--- src/rtl/imem_loader.sv ---
// -----------------------------------------------------------------------------
// imem_loader
//   Byte-stream program loader feeding the instruction-memory write port.
//   It receives framed bytes over a valid/ready link and assembles them into
//   little-endian 32-bit words, which it writes one per strobe.
//   The core is held in reset while a frame is loading. It is released by a
//   RUN command that follows a frame whose checksum was good.
//
//   Frame layout: HDR, ADDR_LO, ADDR_HI, LEN_LO, LEN_HI, LEN*4 data bytes, CSUM
//     - LEN counts words.
//     - CSUM is the XOR of all data bytes.
//
// Ports
//   clk       in   1       clock; all state changes on the rising edge
//   rst       in   1       asynchronous reset, active low
//   in_valid  in   1       byte valid from the host link
//   in_data   in   8       byte from the host link
//   in_ready  out  1       loader accepts a byte (transfer = in_valid & in_ready)
//   wr_en     out  1       i_mem write strobe, one cycle per word
//   wr_addr   out  ADDR_W  i_mem byte address, always word aligned
//   wr_data   out  32      {b3,b2,b1,b0}; b0 is the first byte received
//   wr_be     out  4       byte enables, all ones while wr_en is high
//   core_rst  out  1       active-high reset to the core
//   busy      out  1       a frame is in progress
//   done      out  1       the last frame completed with a good checksum
//   err       out  1       sticky: checksum mismatch or address overflow
//   words     out  16      words written by the current/last frame
// -----------------------------------------------------------------------------
module imem_loader #(
    parameter int          ADDR_W  = 12,
    parameter logic [7:0]  HDR     = 8'hA5,
    parameter logic [7:0]  RUN_CMD = 8'h5A
) (
    input  logic              clk,
    input  logic              rst,
    input  logic              in_valid,
    input  logic [7:0]        in_data,
    output logic              in_ready,
    output logic              wr_en,
    output logic [ADDR_W-1:0] wr_addr,
    output logic [31:0]       wr_data,
    output logic [3:0]        wr_be,
    output logic              core_rst,
    output logic              busy,
    output logic              done,
    output logic              err,
    output logic [15:0]       words
);

    typedef enum logic [2:0] {
        S_IDLE, S_A0, S_A1, S_L0, S_L1, S_DATA, S_CSUM, S_RUN
    } state_t;

    // Keeps the address inside the memory and forces word alignment.
    localparam logic [15:0] ADDR_MASK = 16'((1 << ADDR_W) - 1) & 16'hFFFC;

    state_t state_reg, state_next;

    logic              in_ready_reg;
    logic              wr_en_reg;
    logic [31:0]       wr_data_reg;
    logic              done_reg;
    logic              err_reg;
    logic [15:0]       words_reg;
    logic [7:0]        addr_lo_reg;
    logic [7:0]        len_lo_reg;
    logic [15:0]       len_left_reg;   // words still expected, including the one being assembled
    logic [1:0]        byte_idx_reg;   // byte position within the current word
    logic [23:0]       word_lo_reg;    // first three bytes of the word, shifted in from the top
    logic [7:0]        csum_reg;
    // Extra top bit is the carry out of the address space. Once it is set,
    // every further word in the frame lies beyond the end of memory.
    logic [ADDR_W:0]   addr_reg;

    logic xfer;
    logic frame_start;
    logic word_done;

    assign xfer        = in_valid & in_ready_reg;
    assign frame_start = xfer && (in_data == HDR) &&
                         ((state_reg == S_IDLE) || (state_reg == S_RUN));
    assign word_done   = xfer && (state_reg == S_DATA) && (byte_idx_reg == 2'd3);

    // ------------------------------------------------------------------ FSM
    always_ff @(posedge clk or negedge rst) begin
        if (!rst) begin
            state_reg <= S_IDLE;
        end else begin
            state_reg <= state_next;
        end
    end

    always_comb begin
        state_next = state_reg;
        case (state_reg)
            S_IDLE: begin
                if (xfer) begin
                    if (in_data == HDR) begin
                        state_next = S_A0;
                    end else if (in_data == RUN_CMD && done_reg && !err_reg) begin
                        state_next = S_RUN;
                    end
                end
            end
            S_A0:   if (xfer) state_next = S_A1;
            S_A1:   if (xfer) state_next = S_L0;
            S_L0:   if (xfer) state_next = S_L1;
            S_L1: begin
                if (xfer) begin
                    state_next = ({in_data, len_lo_reg} == 16'd0) ? S_CSUM : S_DATA;
                end
            end
            S_DATA: if (word_done && len_left_reg == 16'd1) state_next = S_CSUM;
            S_CSUM: if (xfer) state_next = S_IDLE;
            S_RUN:  if (xfer && in_data == HDR) state_next = S_A0;
            default: state_next = S_IDLE;
        endcase
    end

    // ------------------------------------------------------------- datapath
    always_ff @(posedge clk or negedge rst) begin
        if (!rst) begin
            in_ready_reg <= 1'b0;
            wr_en_reg    <= 1'b0;
            wr_data_reg  <= 32'd0;
            done_reg     <= 1'b0;
            err_reg      <= 1'b0;
            words_reg    <= 16'd0;
            addr_lo_reg  <= 8'd0;
            len_lo_reg   <= 8'd0;
            len_left_reg <= 16'd0;
            byte_idx_reg <= 2'd0;
            word_lo_reg  <= 24'd0;
            csum_reg     <= 8'd0;
            addr_reg     <= '0;
        end else begin
            // The write cycle takes no byte, so it never overlaps a new transfer.
            in_ready_reg <= !word_done;
            wr_en_reg    <= 1'b0;

            if (wr_en_reg) begin
                addr_reg  <= addr_reg + (ADDR_W+1)'(4);
                words_reg <= words_reg + 16'd1;
            end

            if (frame_start) begin
                err_reg   <= 1'b0;
                done_reg  <= 1'b0;
                words_reg <= 16'd0;
            end

            if (xfer) begin
                case (state_reg)
                    S_A0: addr_lo_reg <= in_data;
                    S_A1: addr_reg    <= (ADDR_W+1)'({in_data, addr_lo_reg} & ADDR_MASK);
                    S_L0: len_lo_reg  <= in_data;
                    S_L1: begin
                        len_left_reg <= {in_data, len_lo_reg};
                        byte_idx_reg <= 2'd0;
                        csum_reg     <= 8'd0;
                    end
                    S_DATA: begin
                        csum_reg     <= csum_reg ^ in_data;
                        byte_idx_reg <= byte_idx_reg + 2'd1;
                        if (byte_idx_reg == 2'd3) begin
                            len_left_reg <= len_left_reg - 16'd1;
                            if (addr_reg[ADDR_W]) begin
                                err_reg <= 1'b1;
                            end else begin
                                wr_en_reg   <= 1'b1;
                                wr_data_reg <= {in_data, word_lo_reg};
                            end
                        end else begin
                            word_lo_reg <= {in_data, word_lo_reg[23:8]};
                        end
                    end
                    S_CSUM: begin
                        if (in_data == csum_reg) begin
                            done_reg <= 1'b1;
                        end else begin
                            err_reg  <= 1'b1;
                            done_reg <= 1'b0;
                        end
                    end
                    default: ;
                endcase
            end
        end
    end

    assign in_ready = in_ready_reg;
    assign wr_en    = wr_en_reg;
    assign wr_addr  = addr_reg[ADDR_W-1:0];
    assign wr_data  = wr_data_reg;
    assign wr_be    = {4{wr_en_reg}};
    assign core_rst = (state_reg != S_RUN);
    assign busy     = (state_reg != S_IDLE) && (state_reg != S_RUN);
    assign done     = done_reg;
    assign err      = err_reg;
    assign words    = words_reg;

endmodule

--- config.mk ---
export PLATFORM = sky130hd
export DESIGN_NAME = imem_loader
export DESIGN_NICKNAME = d
export VERILOG_FILES = /design/src/rtl/imem_loader.sv
export SDC_FILE = /design/constraint.sdc
export NUM_CORES = 1
export LEC_CHECK = 0
export BUFFER_PORTS_ARGS = -buffer_cell sky130_fd_sc_hd__buf_4
export CAP_MARGIN = 10
export CORE_ASPECT_RATIO = 1.75
export CORE_MARGIN = 5
export CORE_UTILIZATION = 55
export DETAILED_ROUTE_END_ITERATION = 10
export MAX_ROUTING_LAYER = met4
export PLACE_DENSITY = 0.8
export SLEW_MARGIN = 20
export SYNTH_ARGS = -nofsm -noshare
export SYNTH_HDL_FRONTEND = slang
export SYNTH_SLANG_ARGS = --single-unit
--- constraint.sdc ---
create_clock -name clk -period 2.8 [get_ports clk]
set_input_delay 0.28 -clock clk [delete_from_list [all_inputs] [get_ports clk]]
set_output_delay 0.28 -clock clk [all_outputs]
set_load 0.01 [all_outputs]
==> results.json, run 1 <==
{
  "fp.coreArea_um2": 11000,
  "regToRegStartpoint": "len_left_reg[8]",
  "wl_per_cell_um": 18.5,
  "clock_latency_ns": 0.41,
  "cts_tree": "yes",
  "critPathLaunchType": "flop",
  "yosys.cell_count.top_type": "dfrtp_1",
  "whs_ns": 0.217,
  "period_share_pct": 87.5,
  "final_max_slew_viol_count": 0,
  "area_growth_pct": 20.2,
  "synthTopCellsByArea": "dfrtp_1 (53%), mux2_2 (13%), nand2_1 (3.6%)",
  "async_flop_share_pct": 100,
  "crit_fanout": 7,
  "hold_viol_final": 0,
  "holdPathEnd": "addr_reg[11]",
  "synth_top_area_cell": "dfrtp_1",
  "tns_ns": 0,
  "vias": 4498,
  "final_nets": 638,
  "cts_resized": 0,
  "hp-start": "in_data[3]",
  "htreeDepth": 4,
  "grt_pass1_wl_um": 24000,
  "ys.flop_type": "dfrtp_1",
  "grt_setup_unrepaired": "false",
  "clkSlewWorstSetupHoldPaths_ns": 0.06,
  "finalSetupViolations": 0,
  "largest_reg_flops": 32,
  "max_slew_margin_pct": 54.9,
  "cp_num_buf_inv": 0,
  "routed_wl_um": 14200,
  "crit_path_max_incr_delay_ns": 0.60,
  "crit_chain": "or4_4, or4_1, o31ai_4, o211a_4, mux2_4",
  "r2r.worst_path.cells": 5,
  "io_buffers": 78,
  "drive_above_1_share_pct": 32.0,
  "diodes": 0,
  "peakVddDrop_uv": 761,
  "yosysSeqAreaShare_pct": 52.9,
  "period_needed_ns": 2.45,
  "tightest_slew_ns": 0.675,
  "r2r_slack_ns": 0.35,
  "dp_hpwl_um": 9570,
  "grt_usage_pct": 22.8,
  "drv_cap": 0,
  "syn_area_um2": 6150,
  "gp_congestion": 0.860,
  "layout_setup_ws_ns": 0.351,
  "status": "completed",
  "netlist-cell-type-count": 52,
  "drc": 0,
  "dieArea_um2": 13500,
  "clock-sinks": 130,
  "r2r_end": "state_reg[1]",
  "root_buffer": "clkbuf_16",
  "power_density_nw_per_um2": 1210,
  "leakagePower_nw": 3.22,
  "pre_cts_slack_ns": 0.354,
  "clock_skew_ns": 0.00727,
  "vias_per_cell": 5.86,
  "fp.dieW_um": 90.0,
  "clock_path_buffers": 2,
  "grt_overflow": 0,
  "yosys_warnings": 0,
  "antenna_found_initial": 0,
  "ios": 81,
  "syn_avg_cell_area_um2": 10.9,
  "min_path_type": "in2reg",
  "holdPathStages": 3,
  "end_kind": "flop",
  "synthTopCellsByCount": "dfrtp_1 (130), mux2_2 (70), nand2_1 (59), nor2_1 (39), o21ai_0 (38)",
  "cp_top_family": "simple AND/OR/NAND/NOR gates",
  "slowest_stage": "or4_1",
  "synth_top_area_share_pct": 52.9,
  "cts_buffers": 17,
  "crit_arrival_ns": 2.75,
  "synthCells": 563,
  "grt_max_degree": 64,
  "die_y_um": 150,
  "num_rows": 51,
  "fmax_mhz": 408,
  "drtIter0Drc": 457,
  "first_pass_iters": 5,
  "synth_edf_count": 0,
  "ys_ff_latch": 130,
  "crit_type": "reg2reg",
  "antenna_left": 0,
  "initial_core_util_pct": 55.8,
  "worstPathRequired_ns": 3.10,
  "grt_pass1_vias": 4749
}
layer usage:
layer | share of wire (%) | global-route usage (%) | vias up
met5 | 0 | - | -
li1 | - | - | 2070
met3 | 4.8 | 4.68 | 23
met1 | 40 | 26.4 | 2260
met2 | 54 | 38.5 | 145
met4 | 1.9 | 9.61 | 0
layout by cell type (no fill, tap or decap), types with 2 or more instances in the layout:
cell type and count:
a21oi_1 15, a22oi_1 5, a2bb2oi_1 2, a31oi_1 2
and2_1 3, and3_1 4, and4_1 2, buf_4 88
bufinv_16 4, clkbuf_16 17, clkinv_4 4, clkinvlp_4 2
conb_1 2, dfrtp_1 130, ha_1 5, inv_1 7
inv_6 3, mux2_2 70, mux2i_1 2, nand2_1 59
nand3_1 11, nand4_1 9, nand4b_1 2, nor2_1 37
nor2b_1 9, nor3_1 11, nor3_2 2, nor3b_1 8
nor4_1 5, o21ai_0 38, o2bb2ai_1 7, o31ai_1 2
or3_1 5, or4_1 6, xnor2_1 8, xor2_1 25
power breakdown:
group | leakage, nW | switching [W] | internal, W
Combinational | 1.36 | 0.00151 | 0.00156
Sequential | 1.56 | 0.000768 | 0.00272
Clock | 0.307 | 0.000859 | 0.00153
layout make-up:
class                      count  area [um2]
clock buffer                  18         439
clock inverter                14         201
fill                         801        3640
inverter                       7        26.3
multi-input combinational    376        2620
sequential                   130        3250
tap                          132         165
timing repair buffer          90         691
tightest hold or removal path: cells and delay by family:
family | cells | cell delay, ns
AND/OR/NAND/NOR | 1 | 0.06
AO/OA/AOI/OAI | 1 | 0.06
buffers and inverters | 1 | 0.17
cells by family (layout without fill, tap and decap cells):
kind of cell,after synthesis,in the layout,synth area share (%)
buf+inv,58,129,4.74
mux,73,73,13.4
flops,130,130,52.9
fa+ha+maj,5,5,1.02
other cells,1,2,0.0609
xor+xnor,33,33,4.70
simple gates,178,178,14.3
compound gates,85,85,8.95
what timing repair did:
| action | in CTS | in global routing |
|---|---|---|
| buffers inserted | 0 | 0 |
| hold endpoints to repair | 40 | 0 |
| hold buffers | 1 | 0 |
how the worst max path moves through the flow:
stage                     from           end  slack (ns)  cells past startpoint
6_report       len_left_reg[8]  state_reg[1]        0.35                      5
5_1_grt        len_left_reg[8]  state_reg[1]        0.30                      5
4_1_cts        len_left_reg[8]  state_reg[1]        0.35                      5
3_5_place_dp   len_left_reg[8]  state_reg[1]        0.35                      5
3_3_place_gp   len_left_reg[8]  state_reg[1]        0.41                      5
2_1_floorplan  len_left_reg[8]  state_reg[1]        0.52                      6
stage by stage:
stage	area [um2]	util, %	instances	total power (W)
global route	7400	67.0	767	0.00951
floorplan	6160	-	564	0.00540
CTS	7400	67.0	767	0.00899
global placement	6750	61.1	734	0.00638
finish	7400	67.0	767	0.00894
detailed placement	6750	61.1	734	0.00655
Note: power is estimated with default switching activity, not from simulation.
==> inputs of run 2 (changes only) <==
--- a/config.mk
+++ b/config.mk
@@ -15,2 +15,3 @@
 export PLACE_DENSITY = 0.8
+export RECOVER_POWER = 50
 export SLEW_MARGIN = 20
--- a/constraint.sdc
+++ b/constraint.sdc
@@ -3,2 +3,2 @@
 set_output_delay 0.28 -clock clk [all_outputs]
-set_load 0.01 [all_outputs]
+set_load 0.005 [all_outputs]
==> run 2 against run 1 <==
Combinational power fell by 7.2%. Total power fell by 2.6%. Global-route usage did not move. Largest power group unchanged. First-iteration DRC count fell by 6.6%. Clock-buffer cell count did not move. Utilization fell by 0.43 points. Critical path type unchanged. Largest cell class unchanged. Clock skew barely moved. Register-to-register slack barely moved. Clock power barely moved. Via count rose by 1.6%. Non-clock buffer count did not move.
==> results.json, run 2 (synthesized netlist as in run 1, its figures left out) <==
{
  "grt_pass1_vias": 4749,
  "wl_per_cell_um": 18.5,
  "clock-sinks": 130,
  "grt_usage_pct": 22.8,
  "met1_length_um": 5620,
  "vias": 4568,
  "r2r_slack_ns": 0.35,
  "vias_per_cell": 5.96,
  "dp_hpwl_um": 9570,
  "power_density_nw_per_um2": 1180,
  "drc": 0,
  "grt_setup_unrepaired": "false",
  "antenna_left": 0,
  "crit_type": "reg2reg",
  "final_max_slew_viol_count": 0,
  "drtIter0Drc": 427,
  "leakagePower_nw": 3.17,
  "cts_tree": "yes",
  "routed_wl_um": 14200,
  "dieArea_um2": 13500,
  "first_pass_iters": 5,
  "finalSetupViolations": 0,
  "crit_arrival_ns": 2.74,
  "wl_met2_um": 7630,
  "period_share_pct": 87.4,
  "fp.dieW_um": 90.0,
  "clock_latency_ns": 0.42,
  "antenna_found_initial": 0,
  "cts_resized": 0,
  "switching_share_pct": 34.2,
  "cts_buffers": 17,
  "power_frac_clock_pct": 27.4,
  "grt_max_degree": 64,
  "peakVddDrop_uv": 731,
  "crit_fanout": 7,
  "wl_met3_um": 591,
  "root_buffer": "clkbuf_16",
  "area_growth_pct": 19.5,
  "status": "completed",
  "tns_ns": 0,
  "max_slew_margin_pct": 28.3,
  "drive_above_1_share_pct": 30.7,
  "instances_no_fill": 767,
  "worstPathRequired_ns": 3.10,
  "period_needed_ns": 2.45,
  "clock_path_buffers": 2,
  "grt_overflow": 0,
  "hold_viol_final": 0,
  "p_int_w": 0.00573,
  "end_kind": "flop",
  "highest_layer": "met4",
  "io_buffers": 78,
  "dp_cells": 734,
  "clock_skew_ns": 0.00722,
  "drv_cap": 0,
  "grt_pass1_wl_um": 24000,
  "tightest_slew_ns": 1.08,
  "final_util_pct": 66.6,
  "final_nets": 638,
  "fmax_mhz": 409,
  "num_rows": 51,
  "layout_commonest_cell": "dfrtp_1",
  "die_y_um": 150,
  "clkSlewWorstSetupHoldPaths_ns": 0.06,
  "ios": 81,
  "p_switching_w": 0.00298,
  "final_cell_mix": "dfrtp_1 (130), mux2_2 (70), nand2_1 (59)",
  "fp.coreArea_um2": 11000,
  "min_path_type": "in2reg",
  "diodes": 0,
  "htreeDepth": 4,
  "critPathLaunchType": "flop",
  "largest_reg_flops": 32,
  "initial_core_util_pct": 55.8,
  "combPwrFrac_pct": 32.7,
  "seqPwrFrac_pct": 39.9,
  "postCtsSetupBuffers": 0,
  "gp_congestion": 0.860
}
==> run 2: cell count changes in the layout (fill, tap and decap cells not counted), sizes merged <==
cell,delta
buf,-62
clkbuf,+62
==> run 2: critical path: stages, from the launching register on <==
cell and delay, ns:
dfrtp_1 0.40, or4_4 0.57, or4_1 0.60, o31ai_4 0.29
o211a_4 0.19, mux2_4 0.29
==> run 2: final cells by class <==
cell class              instances  area [um2]
clock inverters                14         201
inverters                       7        26.3
flip-flops and latches        130        3250
clock buffers                  18         439
repair buffers                 90         643
well taps                     132         165
fillers                       815        3690
multi-input cells             376        2620
==> run 2: timing repair <==
action                                 4_1_cts  5_1_grt
hold buffers                                 1        0
endpoints found under the hold margin       40        0
setup endpoints to repair                    0        0
==> run 2: power by group through the flow <==
stage / Combinational (W) / Sequential (W) / Clock, W
floorplan: 0.00198 / 0.00327 / 0
global placement: 0.00280 / 0.00342 / 0
detailed placement: 0.00291 / 0.00348 / 0
CTS: 0.00294 / 0.00348 / 0.00242
global route: 0.00316 / 0.00360 / 0.00252
finish: 0.00285 / 0.00347 / 0.00239
==> run 2: final timing paths <==
kind	start	endpoint	cells after the start
setup / recovery	len_left_reg[8]	state_reg[1]	5
max in group asynchronous	rst	addr_reg[8]	3
hold / removal	in_data[3]	addr_reg[11]	3
min in group asynchronous	rst	len_left_reg[8]	2
hold reg to reg	addr_lo_reg[5]	addr_reg[5]	2
setup reg to reg	len_left_reg[8]	state_reg[1]	5
==> run 2: stage by stage <==
stage	instance area, um2	hold WS, ns	total power [W]	worst slack, ns
final	7350	0.217	0.00871	0.354
after global routing	7350	0.214	0.00928	0.302
after CTS	7400	0.208	0.00884	0.350
after detailed placement	6750	0.311	0.00639	0.354
after global placement	6750	0.304	0.00622	0.406
after floorplan	6160	-0.0156	0.00525	0.522
==> run 2: layer usage <==
| layer | track usage [%] | up-vias |
|---|---|---|
| met4 | 9.61 | 0 |
| li1 | - | 2074 |
| met2 | 38.5 | 155 |
| met3 | 4.68 | 30 |
| met5 | - | - |
| met1 | 26.4 | 2309 |
==> inputs of run 3 (changes only) <==
- CTS_CLUSTER_DIAMETER: default -> 120
- PLACE_DENSITY: 0.8 -> default
- PLACE_DENSITY_LB_ADDON: default -> 0.25
==> run 3 against run 2 <==
Design area fell by 0.92%. Critical path depth did not move. Non-clock buffer count rose by 2. First-iteration DRC count fell by 19%. Global-route usage fell by 0.77 points. Setup slack improved by 0.030 ns. Critical path type unchanged.
==> results.json, run 3 (synthesized netlist as in run 1, its figures left out) <==
{
  "grt_usage_pct": 22.0,
  "critPathLaunchType": "flop",
  "vias": 4429,
  "drive_above_1_share_pct": 30.2,
  "min_path_type": "in2reg",
  "gp_congestion": 0.834,
  "peakVddDrop_uv": 641,
  "largest_reg_flops": 32,
  "leakagePower_nw": 3.12,
  "drtIter0Drc": 346,
  "grt_setup_unrepaired": "false",
  "seq_area_um2": 3250,
  "period_share_pct": 86.3,
  "pre_cts_slack_ns": 0.384,
  "final_cell_mix": "dfrtp_1 (130), mux2_2 (70), nand2_1 (59)",
  "area_growth_pct": 18.4,
  "htreeDepth": 4,
  "wl_per_cell_um": 17.9,
  "antenna_left": 0,
  "die_y_um": 150,
  "clock_skew_ns": 0.00609,
  "status": "completed",
  "hold_viol_final": 0,
  "end_kind": "flop",
  "finalSetupViolations": 0,
  "dp_cells": 736,
  "tightest_slew_ns": 1.20,
  "dieArea_um2": 13500,
  "cts_resized": 0,
  "multi_input_comb_area_um2": 2620,
  "ios": 81,
  "met1_usage_pct": 26.1,
  "tns_ns": 0,
  "grt_overflow": 0,
  "grt_pass1_vias": 4665,
  "clock-sinks": 130,
  "postCtsSetupBuffers": 0,
  "routed_wl_um": 13800,
  "top_usage_layer": "met2",
  "root_buffer": "clkbuf_16",
  "first_pass_iters": 4,
  "grt_pass1_wl_um": 23500,
  "dp_hpwl_um": 9440,
  "grt_max_degree": 54,
  "diodes": 0,
  "antenna_found_initial": 0,
  "clock_latency_ns": 0.42,
  "period_needed_ns": 2.42,
  "r2r_slack_ns": 0.38,
  "layout_commonest_cell": "dfrtp_1",
  "power_density_nw_per_um2": 1150,
  "drv_cap": 0,
  "cts_buffers": 17,
  "holdBufCountCts": 1,
  "grt_use_met2_pct": 36.9,
  "fp.dieW_um": 90.0,
  "fmax_mhz": 414,
  "crit_arrival_ns": 2.72,
  "final_max_slew_viol_count": 0,
  "clkSlewWorstSetupHoldPaths_ns": 0.06,
  "final_nets": 640,
  "drc": 0,
  "met3_usage_pct": 5.13,
  "p_total_w": 0.00837,
  "worstPathRequired_ns": 3.10,
  "crit_type": "reg2reg",
  "clock_path_buffers": 2,
  "num-fill-cells": 891,
  "io_buffers": 78,
  "instances_no_fill": 768,
  "initial_core_util_pct": 55.8,
  "num_rows": 51,
  "cts_tree": "yes",
  "max_slew_margin_pct": 20.1,
  "fp.coreArea_um2": 11000,
  "vias_per_cell": 5.77,
  "crit_fanout": 7,
  "layout_setup_ws_ns": 0.384
}
[run 3: final timing paths]
kind | endpoint | start | cells past startpoint
max | state_reg[1] | len_left_reg[8] | 5
min | addr_reg[9] | in_data[1] | 3
max reg2reg | state_reg[1] | len_left_reg[8] | 5
min reg2reg | len_left_reg[11] | len_left_reg[11] | 1
max in group asynchronous | csum_reg[6] | rst | 3
min in group asynchronous | len_left_reg[3] | rst | 2
[run 3: area by class of cell]
class | instances | area share [%]
clock buffer | 20 | 6.41
clock inverter | 11 | 1.46
inverter | 7 | 0.361
multi-input combinational | 376 | 36.0
sequential | 130 | 44.7
tap | 132 | 2.27
timing repair buffer | 92 | 8.83
[run 3: through the flow]
stage | hold WS [ns] | cell area (um2) | util, %
3_5_place_dp | 0.337 | 6760 | 61.3
4_1_cts | 0.203 | 7350 | 66.6
5_1_grt | 0.221 | 7280 | 66.0
3_3_place_gp | 0.329 | 6760 | 61.3
6_report | 0.209 | 7280 | 66.0
2_1_floorplan | -0.0156 | 6160 | -
[run 3: routing by layer]
metal	part of all wire (%)	wire length, um	vias to the layer above
met2	54	7370	116
met3	3.8	525	27
li1	-	-	2074
met1	41	5580	2212
met4	2.0	279	0
met5	0	0	-
[run 3: power breakdown]
part | switching (W) | internal (W) | leakage (nW)
Combinational | 0.00135 | 0.00147 | 1.30
Sequential | 0.000715 | 0.00272 | 1.56
Clock | 0.000828 | 0.00129 | 0.263
[run 3: worst max-delay path, stage by stage, from the launching register on]
cell and delay [ns]:
dfrtp_1 0.39, or4_4 0.57, or4_1 0.59, o31ai_4 0.27, o211a_4 0.19, mux2_4 0.29
